==> src/rtl/fifo_burst_reader.sv <==
// -----------------------------------------------------------------------------
// fifo_burst_reader
//
// Drains a requested number of words from an attached first-word-fall-through
// FIFO and presents them on a valid/ready output stream through a single
// register stage. The final word of each burst is flagged with m_last_o.
//
// Ports
//   clk            single clock, all state updates on posedge
//   rst            synchronous reset, active-low
//   clear_i        synchronous soft clear, active-high (abandons any burst)
//   burst_valid_i  burst request valid
//   burst_len_i    number of words to drain for the request
//   burst_ready_o  block can accept a burst request (IDLE only)
//   fifo_empty_i   FIFO empty flag
//   fifo_data_i    FIFO head word, valid whenever fifo_empty_i=0
//   fifo_read_o    FIFO pop strobe, head consumed on the same edge
//   m_valid_o      output word valid
//   m_data_o       output word
//   m_last_o       final word of the burst
//   m_ready_i      downstream accepts the word
//   busy_o         burst in progress
//   remain_o       words still to be popped in the current burst
//
// state | meaning
// ------+----------------------------------------------------------------
// IDLE  | waiting for a burst request; burst_ready_o=1
// RUN   | popping words from the FIFO until remain reaches 0
// DRAIN | all words popped; waiting for the last word to be accepted
// -----------------------------------------------------------------------------
module fifo_burst_reader #(
    parameter int WIDTH = 8,
    parameter int LEN_W = 8
) (
    input  logic             clk,
    input  logic             rst,
    input  logic             clear_i,
    input  logic             burst_valid_i,
    input  logic [LEN_W-1:0] burst_len_i,
    output logic             burst_ready_o,
    input  logic             fifo_empty_i,
    input  logic [WIDTH-1:0] fifo_data_i,
    output logic             fifo_read_o,
    output logic             m_valid_o,
    output logic [WIDTH-1:0] m_data_o,
    output logic             m_last_o,
    input  logic             m_ready_i,
    output logic             busy_o,
    output logic [LEN_W-1:0] remain_o
);

    typedef enum logic [1:0] {
        IDLE  = 2'd0,
        RUN   = 2'd1,
        DRAIN = 2'd2
    } state_t;

    state_t           state_q, state_d;
    logic [LEN_W-1:0] remain_q, remain_d;
    logic [WIDTH-1:0] data_q, data_d;
    logic             valid_q, valid_d;
    logic             last_q, last_d;
    logic             load;
    logic             handshake;

    assign handshake = valid_q && m_ready_i;

    // The pop is suppressed during reset and clear so that neither one
    // consumes a FIFO word that the abandoned burst would never deliver.
    assign load = rst && !clear_i
                  && (state_q == RUN)
                  && (remain_q != '0)
                  && !fifo_empty_i
                  && (!valid_q || m_ready_i);

    always_comb begin
        state_d  = state_q;
        remain_d = remain_q;
        data_d   = data_q;
        valid_d  = valid_q;
        last_d   = last_q;

        if (clear_i) begin
            state_d  = IDLE;
            remain_d = '0;
            valid_d  = 1'b0;
            last_d   = 1'b0;
        end else begin
            case (state_q)
                IDLE: begin
                    // A zero-length request is acknowledged but starts nothing.
                    if (burst_valid_i && (burst_len_i != '0)) begin
                        remain_d = burst_len_i;
                        state_d  = RUN;
                    end
                end
                RUN: begin
                    if (load) begin
                        data_d   = fifo_data_i;
                        valid_d  = 1'b1;
                        last_d   = (remain_q == LEN_W'(1));
                        remain_d = remain_q - LEN_W'(1);
                        if (remain_q == LEN_W'(1)) begin
                            state_d = DRAIN;
                        end
                    end else if (handshake) begin
                        valid_d = 1'b0;
                        last_d  = 1'b0;
                    end
                end
                DRAIN: begin
                    if (handshake) begin
                        valid_d = 1'b0;
                        last_d  = 1'b0;
                        if (last_q) begin
                            state_d = IDLE;
                        end
                    end
                end
                default: begin
                    state_d  = IDLE;
                    remain_d = '0;
                    valid_d  = 1'b0;
                    last_d   = 1'b0;
                end
            endcase
        end
    end

    always_ff @(posedge clk) begin
        if (!rst) begin
            state_q  <= IDLE;
            remain_q <= '0;
            data_q   <= '0;
            valid_q  <= 1'b0;
            last_q   <= 1'b0;
        end else begin
            state_q  <= state_d;
            remain_q <= remain_d;
            data_q   <= data_d;
            valid_q  <= valid_d;
            last_q   <= last_d;
        end
    end

    assign fifo_read_o   = load;
    assign m_valid_o     = valid_q;
    assign m_data_o      = data_q;
    assign m_last_o      = last_q;
    assign remain_o      = remain_q;
    assign busy_o        = (state_q != IDLE);
    assign burst_ready_o = (state_q == IDLE);

endmodule

==> config.mk <==
export PLATFORM = sky130hd
export DESIGN_NAME = fifo_burst_reader
export DESIGN_NICKNAME = d
export VERILOG_FILES = /design/src/rtl/fifo_burst_reader.sv
export SDC_FILE = /design/constraint.sdc
export NUM_CORES = 1
export LEC_CHECK = 0
export ABC_AREA = 1
export BUFFER_PORTS_ARGS = -buffer_cell sky130_fd_sc_hd__buf_2
export CORE_MARGIN = 5
export CORE_UTILIZATION = 53
export DETAILED_ROUTE_END_ITERATION = 7
export GPL_ROUTABILITY_DRIVEN = 0
export PLACE_DENSITY_LB_ADDON = 0.12
export SLEW_MARGIN = 30
export SYNTH_ARGS = -nofsm -noshare
export SYNTH_HDL_FRONTEND = slang
export SYNTH_SLANG_ARGS = --single-unit
==> constraint.sdc <==
create_clock -name clk -period 4.9 [get_ports clk]
set_input_delay 0.49 -clock clk [delete_from_list [all_inputs] [get_ports clk]]
set_output_delay 0.49 -clock clk [all_outputs]
set_load 0.01 [all_outputs]
# Word level (Yosys, flattened, before mapping)
# Index checks and enable logic that the tools add are counted.
[op_classes]
n_addsub = 1
multipliers = 0
div = 0
magnitude_cmp = 0
n_eq_ne = 8
shifts = 0
muxes = 15
bitwise_logic = 3
n_reduce_logical = 19
[op_table]
columns = ["cell", "count"]
rows = [
  ["$pmux 8 s3", 1],
  ["$mux 8", 2],
  ["$reduce_bool 8->1", 2],
  ["$mux 2", 5],
  ["$eq 8x1->1 const B", 1],
  ["$sub 8x1->8 const B", 1],
  ["$logic_and 1x1->1", 7],
  ["$ne 2x2->1 const B", 3],
  ["$pmux 1 s3", 2],
  ["$pmux 2 s3", 1],
  ["$reduce_and 3->1", 2],
  ["$reduce_and 5->1", 1],
  ["$mux 1", 4],
  ["$ne 2x1->1 const B", 2],
  ["$logic_not 1->1", 3],
  ["$not 1->1", 3],
  ["$eq 2x1->1 const B", 1],
  ["$eq 2x2->1 const B", 1],
  ["$logic_not 2->1", 1],
  ["$reduce_bool 2->1", 1],
  ["$reduce_or 2->1", 1],
  ["$logic_or 1x1->1", 1],
]
[word_totals]
register_bits = 20
latch_bits = 0
ramBits = 0
mem_bits_ro = 0
input_bits = 22
out_inout_bits = 21
elab_cells = 51
mem_count = 0

# Depth between registers and ports, before layout
# Gate-level depths: netlist (run 1).
[depth]
word_depth = 8
mapped_depth = 13

# Least setup slack after synthesis (run 1)
# No wires, ideal clock.
[synth_path]
kind = "register to output"
start = "reg state_q[1]"
end = "out fifo_read_o"
arrival_ns = 1.240
required_ns = 4.410
slack_ns = 3.170
path_stages_with_launch = 8
n_path_buf = 1
path_cell_list = "dfxtp_1 > inv_1 > ha_1 > inv_2 > nor2_4 > nand3_1 > nor2_1 > buf_2"
[synth_via]
elab_chain_cells = 5
[synth_rtl]
columns = ["element", "line", "text"]
rows = [
  ["start, declared", "58", "state_t state_q, state_d;"],
  ["start signal, assigned", "138", "state_q <= state_d;"],
  ["$eq 2x1->1", "71", "&& (state_q == RUN)"],
  ["$logic_and 1x1->1", "71", ""],
  ["$logic_and 1x1->1", "72", "&& (remain_q != '0)"],
  ["$logic_and 1x1->1", "73", "&& !fifo_empty_i"],
  ["$logic_and 1x1->1", "74", "&& (!valid_q || m_ready_i);"],
  ["end, declared", "43", "output logic fifo_read_o,"],
]
# Every way passes these cells.

# Worst setup path in the final report (run 1)
# Same ends and word-level chain as after synthesis.

==> results of run 1 <==
cell type report:
| cell class | instances | area [um2] |
|---|---|---|
| multi-input cells | 152 | 738 |
| clock buffers | 3 | 22.5 |
| repair buffers | 42 | 210 |
| inverters | 21 | 78.8 |
| flip-flops and latches | 20 | 400 |
| clock inverters | 1 | 30.0 |
| fillers | 207 | 718 |
| well taps | 28 | 35.0 |
metal layers:
layer,vias up,GRT usage [%],routed length (um),share of wire [%]
met3,4,2.41,201,6.7
met2,52,32.1,1420,47
met5,-,0,0,0
met1,577,21.9,1360,45
met4,0,7.62,34,1.1
li1,698,-,-,-
critical path, delay by kind of cell (launching register included):
kind	cells	cell delay, ns
buf+inv	3	0.51
simple gates	3	0.75
flops	1	0.33
fa+ha+maj	1	0.34
cells by family (layout without fill, tap and decap cells):
| group | Yosys count | count (layout) | share of synthesized area, % |
|---|---|---|---|
| adder cells (fa/ha/maj) | 7 | 7 | 7.03 |
| AND/OR/NAND/NOR | 120 | 120 | 41.6 |
| AO/OA/AOI/OAI | 25 | 25 | 10.7 |
| buffers and inverters | 25 | 67 | 8.54 |
| flip-flops | 20 | 20 | 32.2 |
cells in the final DEF, fill, tap and decap left out:
cell type	instances
a21boi_0	1
a21oi_1	6
a32o_1	1
buf_2	42
bufinv_16	1
clkbuf_4	3
dfxtp_1	20
ha_1	7
inv_1	18
inv_2	3
nand2_1	48
nand2_2	4
nand2_4	1
nand3_1	8
nand3_4	1
nand4_1	2
nor2_1	51
nor2_2	1
nor2_4	2
nor3_1	1
o21ai_0	17
or2_2	1
path summary, 6_finish.rpt:
| path | endpoint | slack, ns | cells after the start | from |
|---|---|---|---|---|
| min reg2reg | m_data_o[6]$_SDFFE_PN0P_ | 0.50 | 2 | m_data_o[6]$_SDFFE_PN0P_ |
| min | m_data_o[5]$_SDFFE_PN0P_ | 0.41 | 3 | fifo_data_i[5] |
| max reg2reg | m_last_o$_SDFFE_PP0N_ | 2.77 | 10 | state_q[1]$_SDFFE_PP0P_ |
| max | fifo_read_o | 2.15 | 7 | state_q[1]$_SDFFE_PP0P_ |
per-stage QoR:
| step | util, % | total power [mW] | hold slack, ns | setup slack (ns) |
|---|---|---|---|---|
| 6_report | 67.8 | 0.461 | 0.414 | 2.15 |
| 3_3_place_gp | 65.5 | 0.320 | 0.461 | 2.46 |
| 4_1_cts | 67.8 | 0.462 | 0.420 | 2.17 |
| 3_5_place_dp | 65.5 | 0.322 | 0.472 | 2.38 |
| 5_1_grt | 67.8 | 0.489 | 0.431 | 2.02 |
| 2_1_floorplan | - | 0.288 | 0.509 | 3.17 |
flip-flops by register name, summed over array words and instances (netlist names):
| register | flops |
|---|---|
| m_data_o | 8 |
| m_valid_o | 1 |
| m_last_o | 1 |
| remain_o | 8 |
| state_q | 2 |
power by group through the flow:
stage	clock network (mW)	logic [mW]	registers, mW
floorplan	0	0.104	0.184
finish	0.141	0.143	0.177
global route	0.147	0.163	0.179
global placement	0	0.140	0.180
detailed placement	0	0.141	0.181
CTS	0.142	0.143	0.177
==> flow_summary_export.csv, run 1 <==
group,metric,value,unit
run_status,outcome,"finished clean",
drt,dr.pass1.iters,4,
critical_path,cp.required,4.41,ns
critical_path,slowest_stage,"nor2_1",
floorplan,core_area,0.00223,mm2
flow_run,drv_cap,0,
place,hpwl,2270,um
place,dp.cells,263,
global_route,gr-total-overflow,0,
logic_synthesis,syn_area,0.00124,mm2
logic_synthesis,yosysWarnings,0,
critical_path,worstSetupPathType,"reg2out",
critical_path,worst-path-max-fanout,11,
logic_synthesis,synth_top_flop_cell,"dfxtp_1",
cells_and_area,synthToLayoutAreaGrowth,21.7,%
global_route,antenna_found_initial,0,
drt,dr.first_iter.drc_count,41,
critical_path,cp-start-kind,"register",
logic_synthesis,synth-edff-count,0,
pwr,p_per_area,304,mW/mm2
critical_path,path_cells,"inv_1 -> ha_1 -> inv_2 -> nor2_4 -> nand3_1 -> nor2_1 -> buf_2",
clocking,clk_path_buf_depth,2,
pwr,clkPwrFrac,30.6,%
logic_synthesis,synthCells,197,
min_path,hp-class,"in2reg",
logic_synthesis,syn_nets,226,
timing,fmax,364,MHz
drt,via_per_inst,4.99,
logic_synthesis,yosysMostFrequentCell,"nor2_1",
floorplan,die_h,58.5,um
clocking,cts_tree,"done",
pwr,leakagePower,0.798,nW
timing,min_period_over_period,56.0,%
cells_and_area,drive_gt1_share,24.7,%
pwr,switching_share,33.9,%
place,io_buffers,42,
pwr,combPwrFrac,30.9,%
timing,setup_violations,0,
floorplan,die_area,0.00342,mm2
logic_synthesis,synth_top_cell_by_area,"dfxtp_1",
cells_and_area,fin_area,0.00152,mm2
drt,drc,0,
logic_synthesis,syn_avg_cell_area,6.32,um2
drt,wl_per_cell,11.3,um
global_route,grt_pass1_wl,5050,um
clocking,clk_pin_slew,0.13,ns
logic_synthesis,yosys-top-cells-count,"nor2_1 (51), nand2_1 (48), dfxtp_1 (20), inv_1 (18), o21ai_0 (17)",
global_route,groute.usage.overall,18.2,%
critical_path,cp_slowest_stage_delay,0.56,ns
pwr,p_int,0.305,mW
logic_synthesis,synth_top_area_share,32.2,%
critical_path,critPathCaptureType,"primary output",
floorplan,io_pins,43,
clocking,cts_buffers,3,
timing,slew_headroom,55.2,%
drt,vias,1331,
clocking,cts_hold_buffers,0,
logic_synthesis,ys_seq_area_share,32.2,%
clocking,post-cts-setup-buffer-count,0,
timing,clock_skew,0.00671,ns
drt,ant_nets,0,
cells_and_area,nets,269,
floorplan,rows,17,
floorplan,fp.dieW,58.5,um
cells_and_area,fin_cells,267,
timing,grt_setup_unrepaired,"false",
clocking,cts-resized-gates,0,
pwr,vdd_drop_max,0.344,mV
global_route,grt_max_degree,17,
timing,fin_crit,2.75,ns
cells_and_area,antenna_cells,0,
timing,report.final.hold_viol_count,0,
timing,tns,0,ns
clocking,cts-root-buf,"clkbuf_4",
critical_path,critPathArrivalTime,2.26,ns
logic_synthesis,ys_seq_elements,20,
logic_synthesis,synthTopCellsByArea,"dfxtp_1 (32%), nor2_1 (15%), nand2_1 (14%), ha_1 (7.0%), o21ai_0 (6.8%)",
global_route,grt_pass1_vias,1255,
pwr,power.switching,0.156,mW
timing,worst_slew_pin_slew,0.670,ns
clocking,h-tree-depth,1,
clocking,clkSinkCount,20,
drt,totalWireLength,3010,um
place,place_area,0.00146,mm2
clocking,clkLatencyLatePin,0.32,ns
timing,drv_slew,0,
logic_synthesis,async_reset_ff_share,0,%
logic_synthesis,synth_cell_types,23,
pwr,seqPwrFrac,38.5,%
floorplan,start_util,55.7,%
No activity file was read; power rests on OpenSTA's default activity.
==> inputs of run 2 (changes only) <==
--- a/config.mk
+++ b/config.mk
@@ -8,7 +8,7 @@
 export ABC_AREA = 1
 export BUFFER_PORTS_ARGS = -buffer_cell sky130_fd_sc_hd__buf_2
 export CORE_MARGIN = 5
-export CORE_UTILIZATION = 53
+export CORE_UTILIZATION = 44
 export DETAILED_ROUTE_END_ITERATION = 7
 export GPL_ROUTABILITY_DRIVEN = 0
 export PLACE_DENSITY_LB_ADDON = 0.12
==> constraint.sdc (replaced) <==
create_clock -name clk -period 2.5 [get_ports clk]
set_input_delay 0.25 -clock clk [delete_from_list [all_inputs] [get_ports clk]]
set_output_delay 0.25 -clock clk [all_outputs]
set_load 0.01 [all_outputs]
==> run 2 against run 1 <==
- via count down 3.0%
- total power up 79%
- hold slack worse by 0.23 ns
- clock power up 40%
- largest power group unchanged
- critical endpoint unchanged
- count of clock-buffer cells in the layout up 1
- highest routed layer unchanged
- sequential share of layout area about the same
- worst setup slack worse by 1.9 ns
==> flow_summary_export.csv, run 2 (synthesis results as in run 1) <==
group,metric,value,unit
timing,slew_headroom,63.9,%
cells_and_area,antenna_cells,0,
critical_path,critPathCaptureType,"primary output",
clocking,post-cts-setup-buffer-count,0,
critical_path,cp_slowest_stage_delay,0.36,ns
global_route,gr-total-overflow,0,
timing,min_period_over_period,88.6,%
clocking,cts-root-buf,"clkbuf_4",
critical_path,worstSetupPathType,"reg2out",
drt,dr.pass1.iters,4,
floorplan,die_h,63.2,um
run_status,outcome,"finished clean",
cells_and_area,synthToLayoutAreaGrowth,21.9,%
critical_path,path_cells,"inv_1 -> ha_1 -> inv_2 -> nor2_4 -> nand3_1 -> nor2_1 -> buf_2",
floorplan,io_pins,43,
clocking,clk_path_buf_depth,2,
global_route,grt_pass1_vias,1217,
pwr,leakagePower,0.801,nW
cells_and_area,nets,271,
timing,fin_crit,2.22,ns
clocking,clk_pin_slew,0.12,ns
min_path,hold_depth,3,
critical_path,r2r_cells,11,
drt,drc,0,
cells_and_area,final_common_cell,"nor2_1",
global_route,grt_max_degree,17,
clocking,clkSinkCount,20,
drt,via_per_inst,4.75,
pwr,total_power,0.827,mW
critical_path,slowest_stage,"nor2_1",
min_path,holdPathEnd,"m_data_o[2]$_SDFFE_PN0P_",
clocking,cts_hold_buffers,0,
timing,tns,0,ns
cells_and_area,post-route-util,55.5,%
floorplan,die_area,0.00399,mm2
place,io_buffers,42,
timing,worst_slew_pin_slew,0.541,ns
timing,grt_setup_unrepaired,"false",
cells_and_area,drive_gt1_share,25.3,%
timing,report.final.hold_viol_count,0,
timing,fmax,451,MHz
clocking,cts-resized-gates,0,
clocking,h-tree-depth,1,
critical_path,r2r_setup_slack,0.64,ns
critical_path,worst-path-max-fanout,8,
drt,ant_nets,0,
critical_path,critPathArrivalTime,1.97,ns
pwr,vdd_drop_max,0.333,mV
critical_path,r2r_end,"remain_o[7]$_SDFFE_PP0P_",
place,hpwl,2350,um
global_route,groute.usage.overall,15.3,%
floorplan,fp.dieW,63.2,um
min_path,hp-start,"fifo_data_i[2]",
clocking,clkLatencyLatePin,0.30,ns
min_path,hp-class,"in2reg",
cells_and_area,fin_cells,272,
drt,vias,1291,
floorplan,core_area,0.00273,mm2
timing,drv_slew,0,
critical_path,cp-startpoint,"state_q[1]$_SDFFE_PP0P_",
floorplan,rows,19,
flow_run,drv_cap,0,
cells_and_area,most-common-layout-cells,"nor2_1 (51), nand2_1 (48), buf_2 (42)",
critical_path,cp.required,2.25,ns
critical_path,cp-start-kind,"register",
pwr,p_per_area,545,mW/mm2
drt,dr.first_iter.drc_count,81,
global_route,antenna_found_initial,0,
critical_path,r2r-start,"state_q[1]$_SDFFE_PP0P_",
drt,totalWireLength,2970,um
timing,setup_violations,0,
clocking,cts_tree,"done",
floorplan,start_util,45.5,%
timing,clock_skew,0.00153,ns
drt,wl_per_cell,10.9,um
place,dp.cells,268,
clocking,cts_buffers,3,
global_route,grt_pass1_wl,5110,um
## run 2: cell types whose count changed in the layout (fill, tap and decap cells not counted)
cell       before  now
buf_4           0    2
bufinv_16       1    0
clkbuf_8        0    1
## run 2: power by group
group	switching (mW)	internal (mW)	leakage (nW)
Sequential	0.0120	0.336	0.162
Clock	0.109	0.0888	0.0210
Combinational	0.180	0.101	0.618
Total	0.302	0.526	0.801
## run 2: worst max-delay path by stage
stage                                    end  slack, ns  cells after the start
floorplan           remain_o[2]$_SDFFE_PP0P_       0.85                     12
global placement                 fifo_read_o       0.66                      7
detailed placement               fifo_read_o       0.61                      7
CTS                              fifo_read_o       0.25                      7
global route                     fifo_read_o       0.08                      7
finish                           fifo_read_o       0.28                      7
## run 2: worst max-delay path: cells and delay by family, from the launching register on
| family | cells | cell delay, ns |
|---|---|---|
| and+or+nand+nor | 3 | 0.55 |
| buffers and inverters | 3 | 0.47 |
| DFF | 1 | 0.33 |
| adders and majority gates | 1 | 0.31 |
## run 2: cell type report
class,instances,area [um2]
clock buffer,4,36.3
fill,304,1220
inverter,21,78.8
multi-input combinational,152,738
sequential,20,400
tap,31,38.8
timing repair buffer,44,225
## run 2: metrics by stage
stage | hold WS (ns) | area [um2] | worst slack (ns)
floorplan | 0.386 | 1240 | 0.852
global placement | 0.471 | 1480 | 0.665
detailed placement | 0.470 | 1480 | 0.612
CTS | 0.176 | 1520 | 0.253
global route | 0.186 | 1520 | 0.0832
finish | 0.180 | 1520 | 0.285
## run 2: routing by layer
layer	global-route usage, %	share of wire [%]
met4	4.94	1.4
met2	24.9	44
met5	0	0
met1	20.0	48
met3	3.37	6.5
